`src/rtl/ram_sp_bist_pkg.sv`:
```
// Shared BIST definitions for ram_sp_bist: March FSM states, background patterns
// and element direction helpers.
package ram_bist_pkg;

  typedef enum logic [2:0] {
    ST_IDLE = 3'd0,
    ST_M0   = 3'd1,
    ST_M1   = 3'd2,
    ST_M2   = 3'd3,
    ST_M3   = 3'd4,
    ST_DONE = 3'd5
  } bist_state_e;

  localparam logic DIR_UP   = 1'b0;
  localparam logic DIR_DOWN = 1'b1;
  localparam logic BG_ZERO  = 1'b0;
  localparam logic BG_ONE   = 1'b1;

  function automatic logic phaseDir(input bist_state_e s);
    return (s == ST_M2) ? DIR_DOWN : DIR_UP;
  endfunction

  // Background each element expects on its read; M0 never compares.
  function automatic logic expBg(input bist_state_e s);
    return (s == ST_M2) ? BG_ONE : BG_ZERO;
  endfunction

  function automatic logic wrBg(input bist_state_e s);
    return (s == ST_M1) ? BG_ONE : BG_ZERO;
  endfunction

endpackage

```
`src/rtl/ram_sp_bist_if.sv`:
```
// Functional/test bus of ram_sp_bist: the controller side drives the master modport,
// the RAM uses the slave modport.
interface ram_sp_bist_if #(
  parameter int ADDR_W = 7,
  parameter int DATA_W = 16
);
  logic [ADDR_W-1:0] a;
  logic [DATA_W-1:0] din;
  logic [DATA_W-1:0] dout;
  logic              oe;
  logic              wr;
  logic              test_mode;
  logic              bist_start;
  logic              bist_busy;
  logic              bist_done;
  logic              bist_fail;
  logic [ADDR_W-1:0] bist_fail_addr;
  logic              parity_err;

  modport master (
    output a, din, oe, wr, test_mode, bist_start,
    input  dout, bist_busy, bist_done, bist_fail, bist_fail_addr, parity_err
  );

  modport slave (
    input  a, din, oe, wr, test_mode, bist_start,
    output dout, bist_busy, bist_done, bist_fail, bist_fail_addr, parity_err
  );
endinterface

```
`src/rtl/ram_sp_bist_core.sv`:
```
// Storage array with a registered read port; RAM_PARITY_EN adds a stored parity bit
// and a registered read-parity check.
module ram_sp_core #(
  parameter int ADDR_W = 7,
  parameter int DATA_W = 16
) (
  input  logic              clk,
  input  logic              rst,
  input  logic [ADDR_W-1:0] i_addr,
  input  logic [DATA_W-1:0] i_wdata,
  input  logic              i_we,
  input  logic              i_re,
  input  logic              i_hold,
  output logic [DATA_W-1:0] o_rdata,
  output logic              o_parErr
);
  localparam int DEPTH = 1 << ADDR_W;
`ifdef RAM_PARITY_EN
  localparam int WORD_W = DATA_W + 1;
`else
  localparam int WORD_W = DATA_W;
`endif

  logic [WORD_W-1:0] r_mem [DEPTH];
  logic [WORD_W-1:0] w_wword;
  logic [WORD_W-1:0] w_rword;
  logic              w_rparErr;
  logic [DATA_W-1:0] r_rdata;
  logic              r_parErr;

`ifdef RAM_PARITY_EN
  assign w_wword   = {^i_wdata, i_wdata};
  assign w_rparErr = w_rword[DATA_W] != (^w_rword[DATA_W-1:0]);
`else
  assign w_wword   = i_wdata;
  assign w_rparErr = 1'b0;
`endif

  assign w_rword = r_mem[i_addr];

  // The array is deliberately left out of reset.
  always_ff @(posedge clk) begin
    if (i_we) r_mem[i_addr] <= w_wword;
  end

  always_ff @(posedge clk) begin
    if (rst) begin
      r_rdata  <= '0;
      r_parErr <= 1'b0;
    end else if (i_re) begin
      r_rdata  <= w_rword[DATA_W-1:0];
      r_parErr <= w_rparErr;
    end else if (!i_hold) begin
      r_rdata  <= '0;
      r_parErr <= 1'b0;
    end
  end

  assign o_rdata  = r_rdata;
  assign o_parErr = r_parErr;
endmodule

```
`src/rtl/ram_sp_bist.sv`:
```
// Single-port RAM with test-mode bypass and a March BIST sharing the one port.
// Define RAM_PARITY_EN to store and check a parity bit per word.
module ram_sp_bist
  import ram_bist_pkg::*;
#(
  parameter int ADDR_W = 7,
  parameter int DATA_W = 16,
  parameter int DEPTH  = 1 << ADDR_W
) (
  input  logic         clk,
  input  logic         rst,
  ram_sp_bist_if.slave bus
);
  bist_state_e       r_state;
  bist_state_e       w_nextState;
  logic [ADDR_W-1:0] r_addr;
  logic [ADDR_W-1:0] r_failAddr;
  logic              r_phase;
  logic              r_fail;
  logic              w_busy;
  logic              w_done;
  logic              w_accept;
  logic              w_lastAddr;
  logic              w_stepDone;
  logic              w_cmpEn;
  logic              w_miscompare;
  logic              w_we;
  logic              w_re;
  logic              w_hold;
  logic [ADDR_W-1:0] w_coreAddr;
  logic [DATA_W-1:0] w_coreWdata;
  logic [DATA_W-1:0] w_expPat;
  logic [DATA_W-1:0] w_rdata;
  logic              w_parErr;

  always_ff @(posedge clk) begin
    if (rst) r_state <= ST_IDLE;
    else     r_state <= w_nextState;
  end

  // An element ends once its last address has finished its final sub-cycle.
  always_comb begin
    w_stepDone  = (r_state == ST_M0) || r_phase;
    w_lastAddr  = (phaseDir(r_state) == DIR_DOWN) ? (r_addr == '0)
                                                  : (r_addr == ADDR_W'(DEPTH - 1));
    w_nextState = r_state;
    case (r_state)
      ST_IDLE, ST_DONE: if (bus.bist_start) w_nextState = ST_M0;
      ST_M0:   if (w_lastAddr && w_stepDone) w_nextState = ST_M1;
      ST_M1:   if (w_lastAddr && w_stepDone) w_nextState = ST_M2;
      ST_M2:   if (w_lastAddr && w_stepDone) w_nextState = ST_M3;
      ST_M3:   if (w_lastAddr && w_stepDone) w_nextState = ST_DONE;
      default: w_nextState = ST_IDLE;
    endcase
  end

  always_comb begin
    w_busy   = (r_state == ST_M0) || (r_state == ST_M1) ||
               (r_state == ST_M2) || (r_state == ST_M3);
    w_done   = (r_state == ST_DONE);
    w_accept = bus.bist_start && !w_busy;
    w_expPat = {DATA_W{expBg(r_state)}};
    w_cmpEn  = w_busy && (r_state != ST_M0) && r_phase;
    if (w_busy) begin
      w_coreAddr  = r_addr;
      w_coreWdata = {DATA_W{wrBg(r_state)}};
      w_we        = (r_state == ST_M0) || (r_phase && (r_state != ST_M3));
      w_re        = (r_state != ST_M0) && !r_phase;
      w_hold      = 1'b0;
    end else begin
      w_coreAddr  = bus.a;
      w_coreWdata = bus.din;
      w_we        = bus.wr && !bus.test_mode;
      w_re        = bus.oe && !bus.wr;
      w_hold      = bus.wr;
    end
  end

  // Sub-cycle 0 reads, sub-cycle 1 compares and writes back; M0 only writes.
  always_ff @(posedge clk) begin
    if (rst || w_accept) begin
      r_addr  <= '0;
      r_phase <= 1'b0;
    end else if (w_busy) begin
      if (r_state != ST_M0) r_phase <= ~r_phase;
      if (w_stepDone) begin
        if (w_lastAddr)
          r_addr <= (r_state == ST_M1) ? {ADDR_W{1'b1}} : {ADDR_W{1'b0}};
        else if (phaseDir(r_state) == DIR_DOWN)
          r_addr <= r_addr - 1'b1;
        else
          r_addr <= r_addr + 1'b1;
      end
    end
  end

  assign w_miscompare = w_cmpEn && ((w_rdata != w_expPat) || w_parErr);

  always_ff @(posedge clk) begin
    if (rst || w_accept) begin
      r_fail     <= 1'b0;
      r_failAddr <= '0;
    end else if (w_miscompare) begin
      r_fail <= 1'b1;
      if (!r_fail) r_failAddr <= r_addr;
    end
  end

  ram_sp_core #(
    .ADDR_W(ADDR_W),
    .DATA_W(DATA_W)
  ) u_core (
    .clk      (clk),
    .rst      (rst),
    .i_addr   (w_coreAddr),
    .i_wdata  (w_coreWdata),
    .i_we     (w_we),
    .i_re     (w_re),
    .i_hold   (w_hold),
    .o_rdata  (w_rdata),
    .o_parErr (w_parErr)
  );

  assign bus.dout           = bus.test_mode ? bus.din : (w_busy ? '0 : w_rdata);
  assign bus.parity_err     = w_busy ? 1'b0 : w_parErr;
  assign bus.bist_busy      = w_busy;
  assign bus.bist_done      = w_done;
  assign bus.bist_fail      = r_fail;
  assign bus.bist_fail_addr = r_failAddr;
endmodule

```
`src/flat_wrapper.sv`:
```
// flat-port wrapper written by rule: the top's interface ports become plain ports
module ram_sp_bist_flat import ram_bist_pkg::*;
#(
  parameter int ADDR_W = 7,
  parameter int DATA_W = 16,
  parameter int DEPTH  = 1 << ADDR_W
)
  (clk, rst, bus_a, bus_din, bus_oe, bus_wr, bus_test_mode, bus_bist_start, bus_dout, bus_bist_busy, bus_bist_done, bus_bist_fail, bus_bist_fail_addr, bus_parity_err);
  ram_sp_bist_if #(.ADDR_W(ADDR_W), .DATA_W(DATA_W)) bus_i ();
  input  logic clk;
  input  logic rst;
  input wire logic [$bits(bus_i.a)-1:0] bus_a;
  input wire logic [$bits(bus_i.din)-1:0] bus_din;
  input wire logic [$bits(bus_i.oe)-1:0] bus_oe;
  input wire logic [$bits(bus_i.wr)-1:0] bus_wr;
  input wire logic [$bits(bus_i.test_mode)-1:0] bus_test_mode;
  input wire logic [$bits(bus_i.bist_start)-1:0] bus_bist_start;
  output wire logic [$bits(bus_i.dout)-1:0] bus_dout;
  output wire logic [$bits(bus_i.bist_busy)-1:0] bus_bist_busy;
  output wire logic [$bits(bus_i.bist_done)-1:0] bus_bist_done;
  output wire logic [$bits(bus_i.bist_fail)-1:0] bus_bist_fail;
  output wire logic [$bits(bus_i.bist_fail_addr)-1:0] bus_bist_fail_addr;
  output wire logic [$bits(bus_i.parity_err)-1:0] bus_parity_err;
  assign bus_i.a = bus_a;
  assign bus_i.din = bus_din;
  assign bus_i.oe = bus_oe;
  assign bus_i.wr = bus_wr;
  assign bus_i.test_mode = bus_test_mode;
  assign bus_i.bist_start = bus_bist_start;
  assign bus_dout = bus_i.dout;
  assign bus_bist_busy = bus_i.bist_busy;
  assign bus_bist_done = bus_i.bist_done;
  assign bus_bist_fail = bus_i.bist_fail;
  assign bus_bist_fail_addr = bus_i.bist_fail_addr;
  assign bus_parity_err = bus_i.parity_err;
  ram_sp_bist #(.ADDR_W(ADDR_W), .DATA_W(DATA_W), .DEPTH(DEPTH)) u_core (.clk(clk), .rst(rst), .bus(bus_i));
endmodule
```
`config.mk`:
```
export PLATFORM = sky130hd
export DESIGN_NAME = ram_sp_bist_flat
export DESIGN_NICKNAME = d
export VERILOG_FILES = /design/src/rtl/ram_sp_bist_pkg.sv /design/src/rtl/ram_sp_bist_if.sv /design/src/rtl/ram_sp_bist_core.sv /design/src/rtl/ram_sp_bist.sv /design/src/flat_wrapper.sv
export SDC_FILE = /design/constraint.sdc
export NUM_CORES = 2
export LEC_CHECK = 0
export CAP_MARGIN = 0
export CORE_MARGIN = 2
export CORE_UTILIZATION = 30
export CTS_CLUSTER_DIAMETER = 30
export CTS_CLUSTER_SIZE = 30
export DETAILED_ROUTE_END_ITERATION = 10
export PLACE_DENSITY = 0.42
export SYNTH_ARGS = -nofsm -noshare
export SYNTH_HDL_FRONTEND = slang
export SYNTH_HIERARCHICAL = 1
export SYNTH_SLANG_ARGS = --single-unit
```
`constraint.sdc`:
```
create_clock -name clk -period 3.75 [get_ports clk]
set_input_delay 0.5625 -clock clk [delete_from_list [all_inputs] [get_ports clk]]
set_output_delay 0.5625 -clock clk [all_outputs]
set_load 0.03 [all_outputs]
```
==> reports/results.txt <==
worst r2r path cells - 17
Die H - 522.2 um
I/O pin count - 56
# rows - 190
Synth warnings - 6
Post-Synth XOR/XNOR Area - 0.01087%
Synth cell types - 88
max_cap viols - 0
Initial Utilization - 30.12%
I/O Buffers - 54
CTS root buf - clkbuf_16
Num Clock Sinks - 2083
design area - 0.1108 sq mm
Clock Path Buffers - 4
largest family of logic cells by synthesized area - compound AO/OA/AOI/OAI gates
Synth area leaders - edfxtp_1, a221oi_1, mux4_2
biggest cell delay along the critical path - 0.47 ns
CTS tree - done
DP Worst Slack - -1.114 ns
fin. max-slew vios - 0
die area - 0.2727 sq mm
achievable frequency - 260.1 MHz
H-tree depth - 5
CP bufs+invs - 8
Worst EP arrival - 4.60 ns
syn_area_per_cell - 17.25 sq um
largest net degree at the start of global routing - 129
Clk Latency, worst-skew pair - 0.93 ns
DRT antenna net count - 0
setup TNS - -0.3701 ns
Area Overhead vs Synth - 37.49%
Yosys top cell by area - edfxtp_1
CTS buffer count - 468
CP Data Required Time - 4.51 ns
Top FF cell, synth - edfxtp_1
critical path's most frequent cell - buf_4
cell family with the largest share of critical-path delay - buffers and inverters
asr flop ratio synth - 0%
syn_nets - 4705
Slew HR - 31.27%
Final Wtd Congestion - 0.8876
P_leak - 37.13 nW
synthesized instance count - 4670
WS Path Type - reg2reg
Post-DP Area - 0.09333 sq mm
TritonRoute pass-1 iters - 6
RSZ-0062 raised after global routing - true
HPWL Detailed - 205800 um
mux contribution to synthesized area - 4.301%
global-route wire length before repair - 432300 um
Hold Crit Depth - 2
post-synthesis adder-cell area fraction - 0.1025%
hold buffer count at CTS - 0
Worst path depth - 17
GRT Util Overall - 22.67%
worst-path cell chain - nor2_4, xor2_4, buf_12, nand2_1, o21ai_4, buf_12, buf_4, buf_4, nor2_4, buf_12, buf_4, a221o_1, a222oi_1, buf_4, o22ai_1, buf_4, o41a_1
Synth Area in Compound Gates - 12.49%
maximum vdd drop - 0.3892 mV
simple-gate area share of the yosys netlist - 3.540%
fin worst setup slack - -0.09507 ns
vias in the first global route - 52140
initial antenna violation count - 19
final number of setup-violating endpoints - 6
status - finished, violations left
Critical-path top delay cell - a222oi_1
Final #Nets - 5733
Post-route DRC - 0
Tot Pwr - 0.07314 W
Setup crit start kind - flip-flop
final WL - 315800 um
post-DR wirelength/cell - 32.72 um
routed vias - 52490
clock-pin slew on the worst setup and hold paths - 0.04 ns
crit-path max FO - 9
Hold Vio Cnt, Final - 0
DR iter-0 viols - 6177
FF+latch count, synth - 2083
area of the multi-input gates - 0.01796 sq mm
Core ar. - 0.2674 sq mm
Worst Tran Pin Value - 1.031 ns
FF+latch area - 0.06220 sq mm
violated checks - setup timing
share of cells above drive strength 1 - 32.92%
Die W - 522.2 um
clock skew - 0.06131 ns
synthesized cell area - 0.08056 sq mm
CP Capture Type - flip-flop
post-route minimum period - 3.845 ns
# fillers - 24030
EDFF count, synth - 2048
Tcrit/Tclk final - 102.5%
vias per cell - 5.438
Yosys top cell area share - 76.34%
Seq/Total Area, Yosys - 77.21%
Power Density - 660.3 mW/mm^2
total gr overflow - 0
Min-Delay Path Class - reg2reg
-- worst reg2reg max path: cells and delay by family (launching register included) --
kind / cells / cell delay, ns
AOI/OAI and AO/OA: 5 / 1.41
xor gates and xnor gates: 1 / 0.25
buffers and inverters: 8 / 1.45
DFF: 1 / 0.32
and+or+nand+nor: 3 / 0.30
-- layout by cell type, fill, tap and decap left out, types with 100 or more instances in the layout --
master	count
a21oi_1	111
a221oi_1	530
buf_12	223
buf_4	605
clkbuf_16	474
clkinv_2	100
edfxtp_1	2048
mux2i_1	136
nand2_1	169
nor2_1	247
o21ai_0	111
-- cell type report --
class,instances,area share [%]
clock buffer,536,10.89
inverter,15,0.07117
sequential,2083,56.16
antenna,4,0.009037
timing repair buffer,917,9.142
multi-input combinational,2213,16.22
tap,3552,4.013
clock inverter,332,3.500
-- cells by family (layout without fill, tap and decap cells) --
family                     after synthesis  after routing
DFF                                   2083           2083
AOI/OAI and AO/OA                     1289           1289
and+or+nand+nor                        655            656
buffers and inverters                  375           1800
muxes                                  260            260
adders and majority gates                6              6
other                                    1              5
xor gates and xnor gates                 1              1
-- state kept, by name, indices dropped and copies added, names as in the netlist --
register	flops
u_core/r_phase	1
u_core/bus.bist_fail	1
u_core/r_state	3
u_core/r_addr	7
u_core/bus.bist_fail_addr	7
u_core/u_core/r_mem	2048
u_core/u_core/o_rdata	16
-- synth_stat cells (37+ instances only) --
| cell type | n |
|---|---|
| mux2_2 | 59 |
| a21oi_1 | 114 |
| mux4_2 | 63 |
| a221oi_1 | 568 |
| o22ai_1 | 37 |
| nand2_1 | 176 |
| buf_2 | 145 |
| nor2_1 | 349 |
| a22oi_1 | 87 |
| o21ai_0 | 133 |
| edfxtp_1 | 2048 |
| mux2i_1 | 138 |
| clkbuf_1 | 125 |
-- power breakdown --
group	internal, W	switching [W]
logic	0.00220	0.00416
clock network	0.0278	0.0131
registers	0.0259	0.0000580
-- routing by layer --
layer  global-route usage [%]  vias up  part of all wire [%]
li1                         -    21880                     -
met5                        0        -                     0
met1                    31.54    27870                    43
met2                    36.02     2253                    46
met3                    4.144      494                   7.2
met4                    6.765        0                   3.0
-- worst paths after layout --
check | endpoint | slack [ns] | from
min | u_core/bus.bist_fail_addr[2] | 0.46 | u_core/bus.bist_fail_addr[2]
max | u_core/u_core/o_rdata[0] | -0.1 | u_core/r_state[0]
max reg2reg | u_core/u_core/o_rdata[0] | -0.1 | u_core/r_state[0]
min reg2reg | u_core/bus.bist_fail_addr[2] | 0.46 | u_core/bus.bist_fail_addr[2]
-- through the flow --
stage,hold WS (ns),utilization [%],std cells
floorplan,0.4862,-,4670
global placement,0.4473,34.89,8742
detailed placement,0.4630,34.90,8744
CTS,0.4628,41.16,9634
global route,0.4883,41.41,9650
finish,0.4627,41.41,9652
-- what timing repair did --
item | 4_1_cts | 5_1_grt
buffers inserted | 19 | 13
pin swaps | 20 | 22
gates cloned | 3 | 2
gates resized for setup | 119 | 111
endpoints found under the hold margin | 0 | 0
setup endpoints to repair | 61 | 42
No activity file was read; power rests on OpenSTA's default activity.
